==> config.mk <==
export PLATFORM = sky130hd
export DESIGN_NAME = mem_arbiter
export DESIGN_NICKNAME = d
export VERILOG_FILES = /design/src/rtl/mem_arbiter.sv
export SDC_FILE = /design/constraint.sdc
export NUM_CORES = 1
export LEC_CHECK = 0
export ABC_AREA = 1
export BUFFER_PORTS_ARGS = -buffer_cell sky130_fd_sc_hd__buf_2
export CAP_MARGIN = 20
export CORE_MARGIN = 2
export CORE_UTILIZATION = 45
export DETAILED_ROUTE_END_ITERATION = 7
export GPL_TIMING_DRIVEN = 1
export PLACE_DENSITY_LB_ADDON = 0.1
export SYNTH_ARGS = -nofsm -noshare
export SYNTH_HDL_FRONTEND = slang
export SYNTH_SLANG_ARGS = --single-unit
==> constraint.sdc <==
create_clock -name clk -period 2.5 [get_ports clk]
set_input_delay 0 -clock clk [delete_from_list [all_inputs] [get_ports clk]]
set_output_delay 0 -clock clk [all_outputs]
set_load 0.01 [all_outputs]
==> src/rtl/mem_arbiter.sv <==
// mem_arbiter
// Shares one memory_unit between the memory traversal unit (port A) and the
// Nock execution module (port B). One transaction runs at a time through a
// request/grant/done handshake; the read result and free address of the last
// completed transaction stay latched for the requester.
//
// Ports:
//   clk, rst                     clock, asynchronous active-high reset
//   req_x, func_x, addr_x,       requester side (x = a: MTU, x = b: NEM)
//   wdata_x
//   grant_x, done_x              grant (issue..done inclusive), done pulse
//   rdata, rfree_addr            latched read_data / free_addr
//   mem_ready, mem_read_data,    memory_unit status and results
//   mem_free_addr
//   mem_execute, mem_func,       registered command to memory_unit
//   mem_address, mem_write_data
//   busy                         high whenever the arbiter is not idle
//
// Build option: define MEM_ARB_ROUND_ROBIN_EN for round-robin arbitration on
// simultaneous requests; otherwise port A has fixed priority.

`timescale 1ns/1ps

`ifndef MEMORY_ADDR_WIDTH
`define MEMORY_ADDR_WIDTH 16
`endif
`ifndef MEMORY_DATA_WIDTH
`define MEMORY_DATA_WIDTH 16
`endif

module mem_arbiter #(
    parameter int ADDR_W = `MEMORY_ADDR_WIDTH,
    parameter int DATA_W = `MEMORY_DATA_WIDTH
) (
    input  logic              clk,
    input  logic              rst,
    input  logic              req_a,
    input  logic              req_b,
    input  logic [1:0]        func_a,
    input  logic [1:0]        func_b,
    input  logic [ADDR_W-1:0] addr_a,
    input  logic [ADDR_W-1:0] addr_b,
    input  logic [DATA_W-1:0] wdata_a,
    input  logic [DATA_W-1:0] wdata_b,
    output logic              grant_a,
    output logic              grant_b,
    output logic              done_a,
    output logic              done_b,
    output logic [DATA_W-1:0] rdata,
    output logic [ADDR_W-1:0] rfree_addr,
    input  logic              mem_ready,
    input  logic [DATA_W-1:0] mem_read_data,
    input  logic [ADDR_W-1:0] mem_free_addr,
    output logic              mem_execute,
    output logic [1:0]        mem_func,
    output logic [ADDR_W-1:0] mem_address,
    output logic [DATA_W-1:0] mem_write_data,
    output logic              busy
);

    // state       | meaning
    // S_IDLE      | waiting for a request while memory is ready
    // S_ISSUE     | execute pulse to memory, winner's command on mem_*
    // S_WAIT_BUSY | waiting for memory to drop ready (command accepted)
    // S_WAIT_DONE | waiting for memory to raise ready (result available)
    // S_DONE      | done pulse to winner, grant released
    typedef enum logic [2:0] {
        S_IDLE,
        S_ISSUE,
        S_WAIT_BUSY,
        S_WAIT_DONE,
        S_DONE
    } state_t;

    state_t state;
    state_t state_nxt;
    logic   win_b;      // 1: current/last transaction belongs to port B
    logic   sel_b;      // arbitration choice, meaningful only with a request pending
    logic   take;

`ifdef MEM_ARB_ROUND_ROBIN_EN
    logic pref_b;       // port favoured on the next simultaneous request

    always_ff @(posedge clk or posedge rst) begin
        if (rst)
            pref_b <= 1'b0;
        else if (state == S_DONE)
            pref_b <= ~win_b;
    end

    always_comb begin
        sel_b = req_b;
        if (req_a && req_b)
            sel_b = pref_b;
    end
`else
    always_comb begin
        sel_b = ~req_a;
    end
`endif

    always_comb begin
        state_nxt = state;
        case (state)
            S_IDLE:      if (mem_ready && (req_a || req_b)) state_nxt = S_ISSUE;
            S_ISSUE:     state_nxt = S_WAIT_BUSY;
            S_WAIT_BUSY: if (!mem_ready) state_nxt = S_WAIT_DONE;
            S_WAIT_DONE: if (mem_ready) state_nxt = S_DONE;
            S_DONE:      state_nxt = S_IDLE;
            default:     state_nxt = S_IDLE;
        endcase
    end

    assign take = (state == S_IDLE) && (state_nxt == S_ISSUE);

    always_ff @(posedge clk or posedge rst) begin
        if (rst) begin
            state          <= S_IDLE;
            win_b          <= 1'b0;
            mem_func       <= '0;
            mem_address    <= '0;
            mem_write_data <= '0;
            rdata          <= '0;
            rfree_addr     <= '0;
        end else begin
            state <= state_nxt;
            if (take) begin
                win_b          <= sel_b;
                mem_func       <= sel_b ? func_b  : func_a;
                mem_address    <= sel_b ? addr_b  : addr_a;
                mem_write_data <= sel_b ? wdata_b : wdata_a;
            end
            if ((state == S_WAIT_DONE) && mem_ready) begin
                rdata      <= mem_read_data;
                rfree_addr <= mem_free_addr;
            end
        end
    end

    // All handshake outputs decode the state register only.
    assign busy        = (state != S_IDLE);
    assign grant_a     = busy && !win_b;
    assign grant_b     = busy && win_b;
    assign done_a      = (state == S_DONE) && !win_b;
    assign done_b      = (state == S_DONE) && win_b;
    assign mem_execute = (state == S_ISSUE);

endmodule

Word-level counts from Yosys, hierarchy flattened
Cells that the tools add are included.
{"block": "totals", "output_inout_bits": 72, "register_bits": 70, "input_bits": 105}
{"block": "classes", "n_bitwise": 1, "eq_ne": 5, "n_reduce_logical": 11, "mux": 7}
{"op": "2-to-1 mux 16 bit", "n": 2}
{"op": "case mux 3 bit (4 select lines)", "n": 1}
{"op": "2-to-1 mux 3 bit", "n": 3}
{"op": "logical AND 1 bit", "n": 7}
{"op": "== test 3 x 1 -> 1 bit, second input constant", "n": 2}
{"op": "== test 3 x 2 -> 1 bit, second input constant", "n": 2}
{"op": "== test 3 bit, second input constant", "n": 1}
{"op": "logical NOT 3 bit", "n": 1}
{"op": "nonzero test 3 bit", "n": 1}
{"op": "2-to-1 mux 2 bit", "n": 1}
{"op": "logical NOT 1 bit", "n": 1}
{"op": "logical OR 1 bit", "n": 1}
{"op": "inverter 1 bit", "n": 1}

Longest topological paths before layout
Gate-level depths: netlist (run 1).
{"block": "depth", "word_depth": 6, "ltp_mapped": 7, "ltp_nobuf": 6}

Least setup slack after synthesis (run 1)
No wires, ideal clock.
{"block": "synth_timing", "path_type": "flip-flop to flip-flop", "startpoint": "register state[1]", "endpoint": "register mem_address[0]", "slack_ns": 1.432, "path_stages_with_launch": 8, "t_required_ns": 2.435, "n_path_buf": 2, "t_arrival_ns": 1.003, "cell_sequence": "dfrtp_1 inv_1 nand2_2 nor2_4 buf_6 buf_6 nand3_1 nand2_1"}
{"block": "synth_via", "elab_chain_len": 4, "elab_cells_between_ends": 10, "classes_between": "eq/ne (4); mux (4); reduce/logical (2)"}
{"item": "from (decl)", "line": "75", "text": "state_t state;"}
{"item": "from (signal assigned)", "line": "126", "text": "state <= state_nxt;"}
{"item": "== test 3 x 2 -> 1 bit (tied with other cells)", "line": "104", "text": "case (state)"}
{"item": "case mux 3 bit (4 select lines)", "line": "104"}
{"item": "== test 3 x 1 -> 1 bit", "line": "114", "text": "assign take = (state == S_IDLE) && (state_nxt == S_ISSUE);"}
{"item": "logical AND 1 bit (*)", "line": "114"}
{"item": "to (signal assigned)", "line": "130", "text": "mem_address <= sel_b ? addr_b : addr_a;"}
{"item": "to (decl)", "line": "56", "text": "output logic [ADDR_W-1:0] mem_address,"}
Mark *: on every way between the ends. The rest lies on a longest branch, timed or not.
A chain may end at the register's enable or synchronous reset.

Worst setup path in the final report (run 1)
{"block": "layout_timing", "startpoint": "register state[1]", "endpoint": "output port grant_b"}
{"block": "layout_via", "elab_chain_len": 2}
{"item": "nonzero test 3 bit", "line": "141", "text": "assign busy = (state != S_IDLE);"}
{"item": "logical AND 1 bit", "line": "143", "text": "assign grant_b = busy && win_b;"}
{"item": "to (decl)", "line": "46", "text": "output logic grant_b,"}
No other way between the ends.

==> metrics.txt, run 1 <==
status finished with violations; failing checks hold timing; Max Clock Skew 0.00556 ns; chip width 89.8 µm; pin slew with the least headroom to its limit 0.738 ns; drt first pass iters 4; commonest non-fill, non-tap cell in the layout nand2_1; Inserted Clock Buffers 9; area of the core 7180 µm²; postcts setup bufs 0; syn nets 528; fraction of layout cells with a size suffix above 1 32.4%; Final ANT Viol Nets 0; Netlist cell types 17; crit path time final 1.75 ns; Vias/cell 4.53; post-CTS sizing 0; CTS hold repair buffers 66; type of the worst min-delay path primary input to flop; Cell Chain, Critical Path inv_1, nand2_2, nor2_4, buf_4, nor2_1, buf_2; Total Routing Usage GR 22.6%; Critical Path End Type primary output; gpl congestion 0.806; DRC 0; post-synthesis register bit count 70; Slowest cell on crit path dfrtp_1; sum of negative setup slack 0 ns; clk sinks 70; reg2reg path depth 6; initial antenna violation count 0; PwrDens 939 nW/µm²; register area 1750 µm²; crit path DAT 1.75 ns; cell count after synthesis 423; Mapped Avg Cell Area 7.83 µm²; period utilization 69.9%; sequential share of the synthesized area 52.9%; fin util 69.8%; # diodes 0; worst reg2reg path endpoint mem_write_data[9]; R2R setup slack 1.03 ns; cell at the root of the clock tree clkbuf_8; Worst-Skew Late Latency 0.34 ns; area of placed instances 4150 µm²; RSZ-0062 raised after global routing false; CTS tree built; Critical Path Sink grant_b; GR Overflow Total 0; Worst EP required 2.50 ns; CTS clk-pin slew, worst paths 0.08 ns; Worst setup SP type flop; final setup violating endpoints 0; reg2reg start state[1]; crit-path max FO 28; HPWL after DPL 5730 µm; Static Leak 2.98 nW; synth warn 0; final hold slack -0.00172 ns; first-pass GRT wire length 14,900 µm; Bufs on Longest Clock Path 2; Die H 89.8 µm; Max Slew Vio Count 0; I/O Pins 177; effective utilization at floorplan 46.1%; Non-Filler Instances 759; H-tree levels 3; Detailed Route WL 9020 µm; initial detailed-routing violation count 95; Max Freq 572 MHz; Fill cells 606; crit path from state[1]; final hold viol count 1; area added between synthesis and finish 51.2%; largest net degree at the start of global routing 37; commonest non-fill, non-tap cells in the layout 262 x nand2_1, 176 x buf_2, 70 x dfrtp_1, 66 x dlygate4sd3_1, 36 x nand3_1; # Max-Cap Violations 0; number of buffers added on ports 176; Worst slew margin 50.7%; multi-input logic area 1320 µm²; Rows 31; via count 3,441; CP Class flop to primary output; Layout Nets 760; DIE AREA 8060 µm²; post-route cell area 5010 µm²; slowest cell delay on critical path 0.42 ns; synthesized cell area 3310 µm²; vias in the first global route 3,367; Avg WL per Cell 11.9 µm; Worst IR Drop VDD 487 µV; dpl cells 677
==> routing by layer <==
metal | wire length [µm] | GRT usage (%) | vias to the layer above
met5 | 0 | 0 | -
met4 | 206 | 8.46 | 0
met3 | 540 | 4.44 | 18
met2 | 4320 | 39.2 | 126
met1 | 3950 | 28.2 | 1545
li1 | - | - | 1752
==> how the worst min path moves through the flow <==
stage / start / endpoint / cells after the start
global route: wdata_a[5] / mem_write_data[5] / 5
floorplan: mem_free_addr[0] / rfree_addr[0] / 2
global placement: rst / rdata[2] / 2
CTS: addr_b[10] / mem_address[10] / 5
finish: addr_b[12] / mem_address[12] / 5
detailed placement: rst / rfree_addr[14] / 2
==> metrics by stage <==
stage / power, mW / setup WS [ns]
5_1_grt: 5.04 / 0.605
3_3_place_gp: 3.69 / 0.845
3_5_place_dp: 3.74 / 0.796
6_report: 4.70 / 0.753
2_1_floorplan: 3.05 / 0.732
4_1_cts: 4.74 / 0.733
==> power breakdown <==
part           switching (mW)  internal (mW)  leakage, nW
Clock                   0.440          0.464       0.0996
Combinational            1.12          0.778         2.00
Sequential              0.265           1.64        0.881
==> cells in the mapped netlist <==
master,n,area [µm²]
nor3_1,2,10.0
dfrtp_1,70,1750
inv_1,7,26.3
nand3_1,36,180
nor2_8,1,20.0
nand2_1,262,983
nor2_4,2,22.5
buf_6,9,101
nor2_2,1,6.26
buf_8,1,15.0
nor2_1,4,15.0
inv_6,1,8.76
buf_4,5,37.5
inv_2,2,7.51
nand2_4,2,22.5
buf_2,8,40.0
nand2_2,10,62.6
==> layout make-up <==
| type | count | area share (%) |
|---|---|---|
| multi-input combinational | 320 | 26.4 |
| clock buffer | 9 | 2.47 |
| tap | 99 | 2.47 |
| sequential | 70 | 35.0 |
| clock inverter | 7 | 1.47 |
| timing repair buffer | 244 | 31.3 |
| inverter | 10 | 0.850 |
==> state kept, by name, summed over array words and instances (netlist names) <==
name	flops
mem_address	16
mem_write_data	16
rdata	16
rfree_addr	16
state	3
mem_func	2
win_b	1
==> logic make-up (layout without fill, tap and decap cells) <==
family	count (synthesis)	in the layout	synth area share [%]
buffers and inverters	33	270	7.14
flip-flops	70	70	52.9
AND/OR/NAND/NOR	320	320	39.9
==> worst max-delay path, delay by kind of cell (launching register included) <==
family	cells	cell delay (ns)
buf+inv	3	0.58
flops	1	0.42
simple gates	3	0.40
No activity file was read; power rests on OpenSTA's default activity.
==> inputs of run 2 (changes only) <==
--- a/config.mk
+++ b/config.mk
@@ -5,7 +5,7 @@
 export SDC_FILE = /design/constraint.sdc
 export NUM_CORES = 1
 export LEC_CHECK = 0
-export ABC_AREA = 1
+export ABC_AREA = 0
 export BUFFER_PORTS_ARGS = -buffer_cell sky130_fd_sc_hd__buf_2
 export CAP_MARGIN = 20
 export CORE_MARGIN = 2
==> constraint.sdc (replaced) <==
create_clock -name clk -period 1.7 [get_ports clk]
set_input_delay 0 -clock clk [delete_from_list [all_inputs] [get_ports clk]]
set_output_delay 0 -clock clk [all_outputs]
set_load 0.01 [all_outputs]
==> metrics.txt, run 2 <==
status complete, no violations; Max Clock Skew 0.00720 ns; Worst slew margin 76.2%; post-synthesis register bit count 70; Critical Path End Type flop; H-tree levels 3; synth top area cells dfrtp_1 54%, mux2_2 25%, mux2_4 13%; Die H 89.3 µm; number of buffers added on ports 176; final hold viol count 0; Yosys top cell by area dfrtp_1; Inserted Clock Buffers 9; area added between synthesis and finish 45.5%; Vias/cell 4.65; fraction of layout cells with a size suffix above 1 71.5%; Layout Nets 525; Netlist cell types 18; sum of negative setup slack 0 ns; area of the core 7140 µm²; Detailed Route WL 7610 µm; commonest non-fill, non-tap cells in the layout 176 x buf_2, 72 x mux2_2, 70 x dfrtp_1, 35 x dlygate4sd3_1, 28 x mux2_4; via count 2,433; Bufs on Longest Clock Path 2; HPWL after DPL 5290 µm; initial detailed-routing violation count 82; I/O Pins 177; CTS tree built; pin slew with the least headroom to its limit 0.356 ns; CP Class flop to flop; slowest cell delay on critical path 0.44 ns; # Max-Cap Violations 0; Worst setup SP type flop; Worst-Skew Late Latency 0.34 ns; Rows 31; chip width 89.3 µm; RSZ-0062 raised after global routing false; vias in the first global route 2,478; period utilization 92.5%; Worst EP required 1.92 ns; first-pass GRT wire length 11,500 µm; Cell Chain, Critical Path nor3_4, o211a_2, buf_12, mux2_2; Static Leak 2.39 nW; Final ANT Viol Nets 0; Max Slew Vio Count 0; DIE AREA 7970 µm²; DRC 0; cell count after synthesis 201; Total Routing Usage GR 19.4%; Worst Path Buf+Inv 1; crit path DAT 1.79 ns; effective utilization at floorplan 45.8%; Slowest cell on crit path dfrtp_1; CTS clk-pin slew, worst paths 0.08 ns; PwrDens 1580 nW/µm²; sequential share of the synthesized area 53.6%; Setup WS pre-CTS 0.116 ns; fin util 66.7%; type of the worst min-delay path primary input to flop; crit-path max FO 28; cell at the root of the clock tree clkbuf_8; Main synth FF type dfrtp_1; drt first pass iters 6; synthesized cell area 3270 µm²; GR Overflow Total 0; top-count cell post-synth mux2_2; Synth async-reset ratio 100%; synth warn 0; post-synth top area share 53.6%; clk sinks 70; syn nets 306; Avg WL per Cell 14.5 µm; # diodes 0; Commonest cells post-synth 72 x mux2_2, 70 x dfrtp_1, 28 x mux2_4; largest net degree at the start of global routing 57; Mapped Avg Cell Area 16.3 µm²; initial antenna violation count 0; final setup violating endpoints 0; cell family with the largest share of critical-path delay flip-flops; Worst IR Drop VDD 833 µV; commonest non-fill, non-tap cell in the layout buf_2; number of synthesized flops with an enable pin 0; post-route setup slack 0.127 ns; gpl congestion 0.739; crit path time final 1.57 ns; Max Freq 636 MHz
==> run 2: cell families after synthesis <==
kind of cell           Yosys count  synth area share (%)
AO/OA/AOI/OAI                    2                 0.536
flip-flops                      70                  53.6
multiplexers                   101                  37.9
buffers and inverters           16                  5.39
AND/OR/NAND/NOR                 12                  2.56
==> run 2: worst paths after layout <==
kind | start | end | slack, ns | cells after the start
setup / recovery | state[1] | mem_write_data[0] | 0.13 | 4
hold / removal | addr_b[9] | mem_address[9] | 0.01 | 3
setup reg to reg | state[1] | mem_write_data[0] | 0.13 | 4
hold reg to reg | rfree_addr[7] | rfree_addr[7] | 0.50 | 1
max in group asynchronous | rst | mem_write_data[0] | 0.91 | 4
min in group asynchronous | rst | rdata[8] | 0.20 | 3
==> run 2: power by group <==
part           switching, mW  total [mW]  internal, mW
clock network          0.604        1.31         0.705
logic                   1.37        3.22          1.85
registers              0.458        2.97          2.51
==> run 2: what timing repair did <==
item / in CTS / in global routing
resized for setup: 0 / 0
hold buffers: 35 / 0
endpoints found under the hold margin: 49 / 0
setup endpoints to repair: 0 / 0
buffers inserted: 0 / 0
==> run 2: per-layer routing <==
metal	part of all wire, %	GRT usage [%]	vias to the layer above	wire (µm)
li1	-	-	1144	-
met1	41	23.3	1173	3120
met2	48	31.2	101	3680
met3	8.2	6.56	15	622
met4	2.3	9.77	0	176
met5	0	0	-	0
==> run 2: area by class of cell <==
type	instances	area (µm²)
Inverter	5	22.5
Multi-Input combinational cell	115	1340
Timing Repair Buffer	219	1330
Tap cell	99	124
Fill cell	575	2380
Sequential cell	70	1750
Clock inverter	4	47.5
Clock buffer	11	141
==> run 2: tightest hold or removal path: stages <==
cell	delay, ns
buf_2	0.07
mux2_2	0.13
mux2_4	0.12
==> run 2: per-stage QoR <==
stage	power, mW	hold WS [ns]	cells	area (µm²)
global route	7.97	0.00188	523	4760
CTS	7.56	0.000487	523	4760
finish	7.50	0.0112	523	4760
global placement	6.07	-0.00658	473	4220
detailed placement	6.16	0.00856	473	4220
floorplan	4.94	0.150	201	3270
